[src/rtl/fetch_unit.sv]
// rtl/fetch_unit.sv - MIPS instruction-fetch stage: PC, icache handshake, next-PC select
module fetch_unit #(
  parameter logic [31:0] RESET_PC = 32'h0000_0000
) (
  input  logic        clk,
  input  logic        rst,
  output logic        icache_req,
  output logic [31:0] icache_addr,
  input  logic        icache_ready,
  input  logic [31:0] icache_rdata,
  output logic [31:0] instr,
  output logic        instr_valid,
  output logic [31:0] pc,
  output logic [31:0] pc_plus4,
  input  logic        instr_done,
  input  logic        PC_src,
  input  logic        jump,
  output logic [31:0] retired
);

  typedef enum logic [1:0] {
    IDLE = 2'd0,
    REQ  = 2'd1,
    EXEC = 2'd2
  } state_t;

  state_t      state_q, state_d;
  logic [31:0] pc_q, pc_d;
  logic [31:0] instr_q, instr_d;
  logic [31:0] retired_q, retired_d;
  logic        req_q, req_d;
  logic        valid_q, valid_d;
  logic [31:0] branch_off;
  logic [31:0] next_pc;

  assign pc_plus4    = pc_q + 32'd4;
  assign icache_addr = pc_q;
  assign pc          = pc_q;
  assign instr       = instr_q;
  assign retired     = retired_q;
  assign icache_req  = req_q;
  assign instr_valid = valid_q;

  assign branch_off = {{14{instr_q[15]}}, instr_q[15:0], 2'b00};

  // Jump takes priority over a taken branch.
  always_comb begin
    if (jump) begin
      next_pc = {pc_plus4[31:28], instr_q[25:0], 2'b00};
    end else if (PC_src) begin
      next_pc = pc_plus4 + branch_off;
    end else begin
      next_pc = pc_plus4;
    end
  end

  always_comb begin
    state_d   = state_q;
    pc_d      = pc_q;
    instr_d   = instr_q;
    retired_d = retired_q;
    case (state_q)
      IDLE: state_d = REQ;
      REQ: begin
        if (icache_ready) begin
          instr_d = icache_rdata;
          state_d = EXEC;
        end
      end
      EXEC: begin
        if (instr_done) begin
          pc_d      = next_pc;
          retired_d = retired_q + 32'd1;
          state_d   = REQ;
        end
      end
      default: state_d = IDLE;
    endcase
    // Handshake outputs are registered copies of the upcoming state.
    req_d   = (state_d == REQ);
    valid_d = (state_d == EXEC);
  end

  always_ff @(posedge clk or posedge rst) begin
    if (rst) begin
      state_q   <= IDLE;
      pc_q      <= RESET_PC;
      instr_q   <= 32'd0;
      retired_q <= 32'd0;
      req_q     <= 1'b0;
      valid_q   <= 1'b0;
    end else begin
      state_q   <= state_d;
      pc_q      <= pc_d;
      instr_q   <= instr_d;
      retired_q <= retired_d;
      req_q     <= req_d;
      valid_q   <= valid_d;
    end
  end

endmodule

[config.mk]
export PLATFORM = sky130hd
export DESIGN_NAME = fetch_unit
export DESIGN_NICKNAME = d
export VERILOG_FILES = /design/src/rtl/fetch_unit.sv
export SDC_FILE = /design/constraint.sdc
export NUM_CORES = 1
export LEC_CHECK = 0
export BUFFER_PORTS_ARGS = -buffer_cell sky130_fd_sc_hd__buf_4
export CAP_MARGIN = 20
export CORE_AREA = 2 2 116 118
export DETAILED_ROUTE_END_ITERATION = 7
export DIE_AREA = 0 0 118 120
export PLACE_DENSITY = 0.92
export SKIP_LAST_GASP = 1
export SYNTH_ARGS = -nofsm -noshare
export SYNTH_HDL_FRONTEND = slang
export SYNTH_SLANG_ARGS = --single-unit
export TNS_END_PERCENT = 1
[constraint.sdc]
create_clock -name clk -period 4.29 [get_ports clk]
set_input_delay 0.429 -clock clk [delete_from_list [all_inputs] [get_ports clk]]
set_output_delay 0.429 -clock clk [all_outputs]
set_load 0.05 [all_outputs]
==> results.sh, run 1 <==
export IMPL_synth_xor_area_frac=0.104
export IMPL_setup_violations=0
export IMPL_final_max_slew_viol_count=0
export IMPL_yosysWarnings=0
export IMPL_dpl_cell_area_sq_um=8150
export IMPL_synth_top_family_by_area="simple AND/OR/NAND/NOR gates"
export IMPL_synthSimpleGateAreaFrac=0.170
export IMPL_clockBufferDepth=2
export IMPL_ff_latch_area_sq_um=2450
export IMPL_synth_distinct_cells=71
export IMPL_crit_chain="and4_4 > nand4_4 > nor3_4 > xor2_2 > ha_1 > a21o_1 > a21o_1 > a21o_1 > a211oi_1 > o21ai_1 > o2111ai_1 > or3_1 > mux2_1 > a22oi_1"
export IMPL_initial_core_util=0.517
export IMPL_numCtsBuffers=9
export IMPL_worstSkewPairLatency_ns=0.35
export IMPL_status="complete, no violations"
export IMPL_instances_no_fill=1056
export IMPL_fin_skew_ns=0.00841
export IMPL_r2r_slack_ns=0.29
export IMPL_ioPinCount=200
export IMPL_synth_compound_area_frac=0.157
export IMPL_async_flop_share=1.00
export IMPL_yosysTopAreaCell="dfrtp_1"
export IMPL_grt_pass1_wl_microns=30200
export IMPL_core_area_sq_um=13000
export IMPL_syn_cell_area_sq_um=6710
export IMPL_synth_cells=716
export IMPL_yosys_top_cells_area="dfrtp_1 (37%), xnor2_1 (7.0%), ha_1 (6.9%)"
export IMPL_layout_drive_gt1_share=0.316
export IMPL_multi_input_area_sq_um=3930
export IMPL_grt_start_max_net_pins=69
export IMPL_drc=0
export IMPL_wl_microns=19000
export IMPL_cp_slowest_cell="dfrtp_1"
export IMPL_hold_class="primary input to async pin"
export IMPL_timing_fmax_mhz=250
export IMPL_maxSlewHeadroom=0.442
export IMPL_track_usage=0.267
export IMPL_drtIter0Drc=375
export IMPL_cts_tree="yes"
export IMPL_hold_violations=0
export IMPL_rsz0062_at_grt="false"
export IMPL_critPathMaxFanout=8
export IMPL_synth_avg_cell_area_sq_um=9.37
export IMPL_ant_nets=0
export IMPL_endpoint_kind="flip-flop"
export IMPL_root_buffer="clkbuf_16"
export IMPL_crit_path_max_incr_delay_ns=0.47
export IMPL_ys_ff_latch=98
export IMPL_worstPathArrival_ns=4.27
export IMPL_cp_required_ns=4.56
export IMPL_grt_pass1_vias=5954
export IMPL_portBuffers=193
export IMPL_synthFlopType="dfrtp_1"
export IMPL_synth_edf_count=0
export IMPL_timing_setup_tns_ns=0
export IMPL_synth_adder_area_share=0.0720
export IMPL_clkTransAtPathRegs_ns=0.08
export IMPL_fin_crit_sh=0.933
export IMPL_htreeDepth=3
export IMPL_num_antenna_cells=0
export IMPL_hpwl_microns=14000
export IMPL_overflow=0
export IMPL_fill_cells=1005
export IMPL_final_area_sq_um=8480
export IMPL_most_common_layout_cells="buf_4 (199), dfrtp_1 (97), nand2_1 (72), nor2_1 (57), xnor2_1 (44)"
export IMPL_maxCapViolCount=0
export IMPL_place_inst=1040
export IMPL_muxShareOfSynthArea=0.0630
export IMPL_yosysSeqAreaShare=0.366
export IMPL_layout_commonest_cell="buf_4"
export IMPL_die_h_microns=120
export IMPL_syn2layout_area_growth_pct=26.4
export IMPL_post_route_min_period_ns=4.00
export IMPL_dr_pass1_iters=5
export IMPL_wl_per_cell_microns=18.0
export IMPL_hold_buffers=0
export IMPL_netlist_area_leader_share=0.366
export IMPL_path_common_cell="a21o_1"
export IMPL_route_vias_total=6061
export IMPL_viasPerCell=5.74
export IMPL_num_nets_final=951
export IMPL_antenna_found_initial=0
export IMPL_rows=42
export IMPL_setup_worst_path_start_class="flip-flop"
export IMPL_clock_sinks=98
export IMPL_path_class="flip-flop to flip-flop"
export IMPL_place_congestion=0.959
export IMPL_worst_slew_pin_slew_ns=0.837
export IMPL_die_x_microns=118
export IMPL_die_area_sq_um=14200
## registers in the layout, indices dropped and copies added, names as in the netlist
name	cells
instr	32
retired	32
state_q	2
instr_valid	1
icache_addr	30
icache_req	1
## synthesized netlist by cell type, drive strengths merged (6+ instances only)
cell / count
clkbuf: 19
nand3: 26
nor2: 57
mux2: 34
o211ai: 6
xor2: 24
nand2: 72
inv: 18
ha: 37
and3: 10
buf: 37
o21a: 7
a21o: 19
xnor2: 55
nor3: 18
a21oi: 35
nand4: 20
a211oi: 13
dfrtp: 98
o21ai: 39
## what timing repair did
item                                    4_1_cts  5_1_grt
setup buffers                                 0        0
endpoints found under the setup margin        0        6
gates resized for setup                       0        3
hold endpoints to repair                      0        0
## through the flow
stage / util / hold WS [ns] / setup WS, ns
floorplan: - / 0.495 / -0.194
global placement: 0.628 / 0.461 / 0.343
detailed placement: 0.628 / 0.488 / 0.328
CTS: 0.652 / 0.274 / 0.278
global route: 0.654 / 0.300 / 0.0101
finish: 0.654 / 0.243 / 0.288
## critical path, delay by kind of cell, from the launching register on
family | cells | cell delay, ns
AOI/OAI and AO/OA | 7 | 1.54
and+or+nand+nor | 4 | 1.02
DFF | 1 | 0.47
adders and majority gates | 1 | 0.33
muxes | 1 | 0.33
xor gates and xnor gates | 1 | 0.22
## routing by layer
metal	GRT usage	vias to the layer above	routed length, microns
li1	-	2842	-
met1	0.353	2952	8160
met2	0.436	225	9110
met3	0.0485	42	1190
met4	0.107	0	521
met5	0	-	0
## path summary, 6_finish.rpt
kind / to / depth (start not counted) / startpoint
setup / recovery: icache_addr[28] / 14 / icache_addr[4]
hold / removal: retired[25] / 2 / rst
setup reg to reg: icache_addr[28] / 14 / icache_addr[4]
hold reg to reg: retired[26] / 1 / retired[26]
max in group asynchronous: instr[13] / 3 / rst
min in group clk: instr[31] / 2 / icache_rdata[31]
## cell families after synthesis
group	count (synthesis)
other cells	1
fa+ha+maj	38
buf+inv	74
xor+xnor	79
simple gates	231
compound gates	157
flops	98
mux	38
## final cells by class
cell class,instances,area share
Clock buffer,9,0.0265
Tap cell,176,0.0260
Timing Repair Buffer,199,0.176
Multi-Input combinational cell,549,0.463
Inverter,18,0.00826
Sequential cell,98,0.289
Clock inverter,7,0.0112
Power of run 1 is not shown: default switching activity piles up to over one toggle a cycle in this logic, so the estimate is an artifact.
==> inputs of run 2 (changes only) <==
--- a/config.mk
+++ b/config.mk
@@ -7,10 +7,10 @@
 export LEC_CHECK = 0
 export BUFFER_PORTS_ARGS = -buffer_cell sky130_fd_sc_hd__buf_4
 export CAP_MARGIN = 20
-export CORE_AREA = 2 2 116 118
+export CORE_AREA = 2 2 83 165
 export DETAILED_ROUTE_END_ITERATION = 7
-export DIE_AREA = 0 0 118 120
-export PLACE_DENSITY = 0.92
+export DIE_AREA = 0 0 85 167
+export PLACE_DENSITY = 0.91
 export SKIP_LAST_GASP = 1
 export SYNTH_ARGS = -nofsm -noshare
 export SYNTH_HDL_FRONTEND = slang
==> run 2 against run 1 <==
First-iteration DRC count decreased by 3.7%. Clock-buffer cell count unchanged. Highest routed layer unchanged. Sequential share of layout area about the same. Worst hold slack improved by 0.029 ns. Via count increased by 2.8%. Clock skew about the same.
==> results.sh, run 2 (same netlist as run 1, synthesis figures left out) <==
export IMPL_status="complete, no violations"
export IMPL_timing_fmax_mhz=249
export IMPL_ioPinCount=200
export IMPL_grt_pass1_wl_microns=31700
export IMPL_endpoint_kind="flip-flop"
export IMPL_wl_per_cell_microns=19.5
export IMPL_htreeDepth=3
export IMPL_timing_setup_tns_ns=0
export IMPL_die_x_microns=85
export IMPL_setup_worst_path_start_class="flip-flop"
export IMPL_ant_nets=0
export IMPL_clockBufferDepth=2
export IMPL_grt_start_max_net_pins=74
export IMPL_final_max_slew_viol_count=0
export IMPL_clock_sinks=98
export IMPL_critPathMaxFanout=7
export IMPL_viasPerCell=6.00
export IMPL_hold_class="primary input to async pin"
export IMPL_fill_cells=1020
export IMPL_core_area_sq_um=12900
export IMPL_hold_violations=0
export IMPL_post_route_min_period_ns=4.01
export IMPL_root_buffer="clkbuf_16"
export IMPL_clkTransAtPathRegs_ns=0.08
export IMPL_final_area_sq_um=8500
export IMPL_route_vias_total=6231
export IMPL_finalWorstSetupSlack_ns=0.278
export IMPL_drtIter0Drc=361
export IMPL_cp_required_ns=4.56
export IMPL_place_ws_ns=0.260
export IMPL_worstPathArrival_ns=4.28
export IMPL_antenna_found_initial=0
export IMPL_setup_violations=0
export IMPL_num_antenna_cells=0
export IMPL_layout_drive_gt1_share=0.323
export IMPL_dr_pass1_iters=5
export IMPL_num_nets_final=957
export IMPL_maxSlewHeadroom=0.387
export IMPL_die_h_microns=167
export IMPL_maxCapViolCount=0
export IMPL_initial_core_util=0.519
export IMPL_fin_skew_ns=0.00879
export IMPL_portBuffers=193
export IMPL_grt_pass1_vias=6404
export IMPL_dpl_cell_area_sq_um=8150
export IMPL_path_class="flip-flop to flip-flop"
export IMPL_cts_tree="yes"
export IMPL_wl_microns=20200
export IMPL_hpwl_microns=15200
export IMPL_rsz0062_at_grt="false"
export IMPL_layout_commonest_cell="buf_4"
export IMPL_worst_slew_pin_slew_ns=0.920
export IMPL_whs_ns=0.273
export IMPL_worstSkewPairLatency_ns=0.35
export IMPL_numCtsBuffers=9
export IMPL_place_congestion=0.988
export IMPL_most_common_layout_cells="buf_4 (205), dfrtp_1 (96), nand2_1 (72), nor2_1 (57), xnor2_1 (44)"
export IMPL_drc=0
export IMPL_overflow=0
export IMPL_fin_crit_sh=0.935
export IMPL_syn2layout_area_growth_pct=26.7
export IMPL_track_usage=0.280
export IMPL_die_area_sq_um=14200
export IMPL_rows=59
run 2: changes by cell type in the layout (fill, tap and decap cells not counted):
cell	before	now
buf_4	199	205
clkinv_4	1	0
clkinvlp_4	0	1
dfrtp_1	97	96
dfrtp_2	1	2
ha_1	37	36
ha_2	0	1
run 2: per-stage QoR:
step / util / instances
after CTS: 0.655 / 1036
after detailed placement: 0.631 / 1020
after global routing: 0.658 / 1038
after floorplan: - / 721
after global placement: 0.631 / 1020
final: 0.658 / 1038
run 2: critical path, cell delays in order, from the launching register on:
cell and delay (ns):
dfrtp_1 0.46, and4_4 0.29, nand3_1 0.17, nor3_4 0.28, buf_4 0.17, nand3_1 0.11, xnor2_2 0.19, ha_1 0.40
nand2_1 0.07, nor2_1 0.17, nand3_1 0.13, a2111o_1 0.45, a311oi_2 0.34, o31ai_2 0.14, xnor2_1 0.15, and3_1 0.19
o31ai_2 0.20
run 2: final cells by class:
cell class                      count  area, sq um  share of cell area
Multi-Input combinational cell    549         3930               0.462
Sequential cell                    98         2450               0.289
Timing Repair Buffer              205         1540               0.181
Clock buffer                        9          225              0.0265
Tap cell                          152          190              0.0224
Clock inverter                      7         93.8              0.0110
Inverter                           18         70.1             0.00824
run 2: timing repair:
item | in CTS | in global routing
setup buffers | 0 | 2
endpoints found under the setup margin | 0 | 2
hold endpoints to repair | 0 | 0
resized for setup | 0 | 5
hold buffers | 0 | 0
run 2: path summary, 6_finish.rpt:
path | startpoint | endpoint | slack, ns | cells after the start
setup / recovery | icache_addr[5] | icache_addr[31] | 0.28 | 16
hold / removal | rst | retired[27] | 0.27 | 2
setup reg to reg | icache_addr[5] | icache_addr[31] | 0.28 | 16
hold reg to reg | retired[9] | retired[9] | 0.50 | 1
max in group asynchronous | rst | icache_addr[4] | 3.07 | 3
min in group clk | icache_rdata[26] | instr[26] | 0.31 | 2
run 2: layer usage:
layer,global-route usage,share of wire,vias to the layer above
met1,0.279,0.33,3060
met5,0,0,-
met3,0.0451,0.054,72
met2,0.531,0.56,254
met4,0.151,0.049,0
li1,-,-,2845
Power of run 2 is left out for the same reason.
==> inputs of run 3 (changes only) <==
--- a/config.mk
+++ b/config.mk
@@ -7,10 +7,10 @@
 export LEC_CHECK = 0
 export BUFFER_PORTS_ARGS = -buffer_cell sky130_fd_sc_hd__buf_4
 export CAP_MARGIN = 20
-export CORE_AREA = 2 2 83 165
+export CORE_AREA = 2 2 90 178
 export DETAILED_ROUTE_END_ITERATION = 7
-export DIE_AREA = 0 0 85 167
-export PLACE_DENSITY = 0.91
+export DIE_AREA = 0 0 92 180
+export PLACE_DENSITY = 0.81
 export SKIP_LAST_GASP = 1
 export SYNTH_ARGS = -nofsm -noshare
 export SYNTH_HDL_FRONTEND = slang
==> run 3 against run 2 <==
Non-clock buffer count rose by 4. First-iteration DRC count fell by 30%. Critical path depth fell by 1. Utilization fell by 9.4 points. Clock skew rose by 0.0029 ns. Maximum frequency rose by 0.37%. Via count fell by 2.1%. Sequential share of layout area fell by 0.27 points. Critical path type unchanged.
==> results.sh, run 3 (same netlist as run 1, synthesis figures left out) <==
export IMPL_setup_violations=0
export IMPL_drtIter0Drc=253
export IMPL_finalWorstSetupSlack_ns=0.293
export IMPL_wl_microns=20200
export IMPL_ioPinCount=200
export IMPL_antenna_found_initial=0
export IMPL_numCtsBuffers=9
export IMPL_status="complete, no violations"
export IMPL_rsz0062_at_grt="false"
export IMPL_setup_worst_path_start_class="flip-flop"
export IMPL_grt_pass1_wl_microns=31700
export IMPL_initial_core_util=0.441
export IMPL_hpwl_microns=15300
export IMPL_core_area_sq_um=15200
export IMPL_syn2layout_area_growth_pct=27.8
export IMPL_worstSkewPairLatency_ns=0.36
export IMPL_final_max_slew_viol_count=0
export IMPL_dr_pass1_iters=4
export IMPL_drc=0
export IMPL_ant_nets=0
export IMPL_place_congestion=0.980
export IMPL_layout_drive_gt1_share=0.322
export IMPL_layout_commonest_cell="buf_4"
export IMPL_clockBufferDepth=2
export IMPL_num_nets_final=961
export IMPL_post_route_min_period_ns=4.00
export IMPL_grt_pass1_vias=6200
export IMPL_wl_per_cell_microns=18.6
export IMPL_route_vias_total=6102
export IMPL_cts_tree="yes"
export IMPL_dpl_cell_area_sq_um=8230
export IMPL_maxSlewHeadroom=0.361
export IMPL_final_area_sq_um=8580
export IMPL_grt_start_max_net_pins=77
export IMPL_track_usage=0.244
export IMPL_htreeDepth=3
export IMPL_hold_violations=0
export IMPL_path_class="flip-flop to flip-flop"
export IMPL_cp_required_ns=4.56
export IMPL_viasPerCell=5.61
export IMPL_timing_fmax_mhz=250
export IMPL_fin_crit_sh=0.932
export IMPL_root_buffer="clkbuf_16"
export IMPL_clkTransAtPathRegs_ns=0.08
export IMPL_maxCapViolCount=0
export IMPL_portBuffers=193
export IMPL_critPathMaxFanout=7
export IMPL_die_area_sq_um=16600
export IMPL_hold_class="primary input to async pin"
export IMPL_fin_skew_ns=0.0116
export IMPL_place_ws_ns=0.232
export IMPL_die_h_microns=180
export IMPL_worst_slew_pin_slew_ns=0.955
export IMPL_rows=64
export IMPL_worstPathArrival_ns=4.27
export IMPL_clock_sinks=98
export IMPL_endpoint_kind="flip-flop"
export IMPL_num_antenna_cells=0
export IMPL_overflow=0
export IMPL_die_x_microns=92
export IMPL_most_common_layout_cells="buf_4 (209), dfrtp_1 (97), nand2_1 (72), nor2_1 (57), xnor2_1 (44)"
==> run 3: metrics by stage <==
| step | setup TNS (ns) | std cells | utilization | hold slack [ns] |
|---|---|---|---|---|
| 2_1_floorplan | -0.772 | 721 | - | 0.495 |
| 3_3_place_gp | 0 | 1069 | 0.541 | 0.470 |
| 3_5_place_dp | 0 | 1069 | 0.541 | 0.486 |
| 4_1_cts | 0 | 1085 | 0.561 | 0.287 |
| 5_1_grt | 0 | 1088 | 0.564 | 0.285 |
| 6_report | 0 | 1088 | 0.564 | 0.271 |
==> run 3: routing by layer <==
metal / vias to the layer above / global-route usage / wire, microns
met5: - / 0 / 0
met4: 0 / 0.133 / 998
met3: 64 / 0.0407 / 857
met2: 209 / 0.464 / 11300
met1: 2978 / 0.244 / 7080
li1: 2851 / - / -
==> run 3: timing repair <==
| action | CTS | global route |
|---|---|---|
| setup buffers | 0 | 3 |
| resized for setup | 0 | 4 |
| hold buffers | 0 | 0 |
| endpoints found under the setup margin | 0 | 3 |
==> run 3: worst max-delay path, stage by stage (launching register included) <==
cell	delay (ns)
dfrtp_1	0.48
and4_4	0.31
nand3_1	0.16
nor3_4	0.30
nand4_1	0.18
xnor2_2	0.19
ha_1	0.39
nand2_1	0.10
nor2_1	0.19
nand3_1	0.14
a2111o_1	0.47
a311oi_4	0.32
o31ai_2	0.13
xnor2_1	0.14
and3_1	0.20
o31ai_2	0.20
==> run 3: cell type report <==
class,instances,area (sq um)
clock buffers,10,229
flip-flops and latches,98,2450
multi-input cells,549,3940
clock inverters,6,71.3
well taps,198,248
repair buffers,209,1570
inverters,18,70.1
fillers,1367,6640
==> run 3: final timing paths <==
check,startpoint,end,slack [ns],depth (start not counted)
worst max-delay path,icache_addr[5],icache_addr[31],0.29,15
min in group clk,icache_rdata[5],instr[5],0.30,2
worst max register to register,icache_addr[5],icache_addr[31],0.29,15
max in group asynchronous,rst,instr[8],3.11,3
worst min-delay path,rst,instr[26],0.27,2
worst min register to register,retired[15],retired[15],0.49,1
Power of run 3 is left out for the same reason.
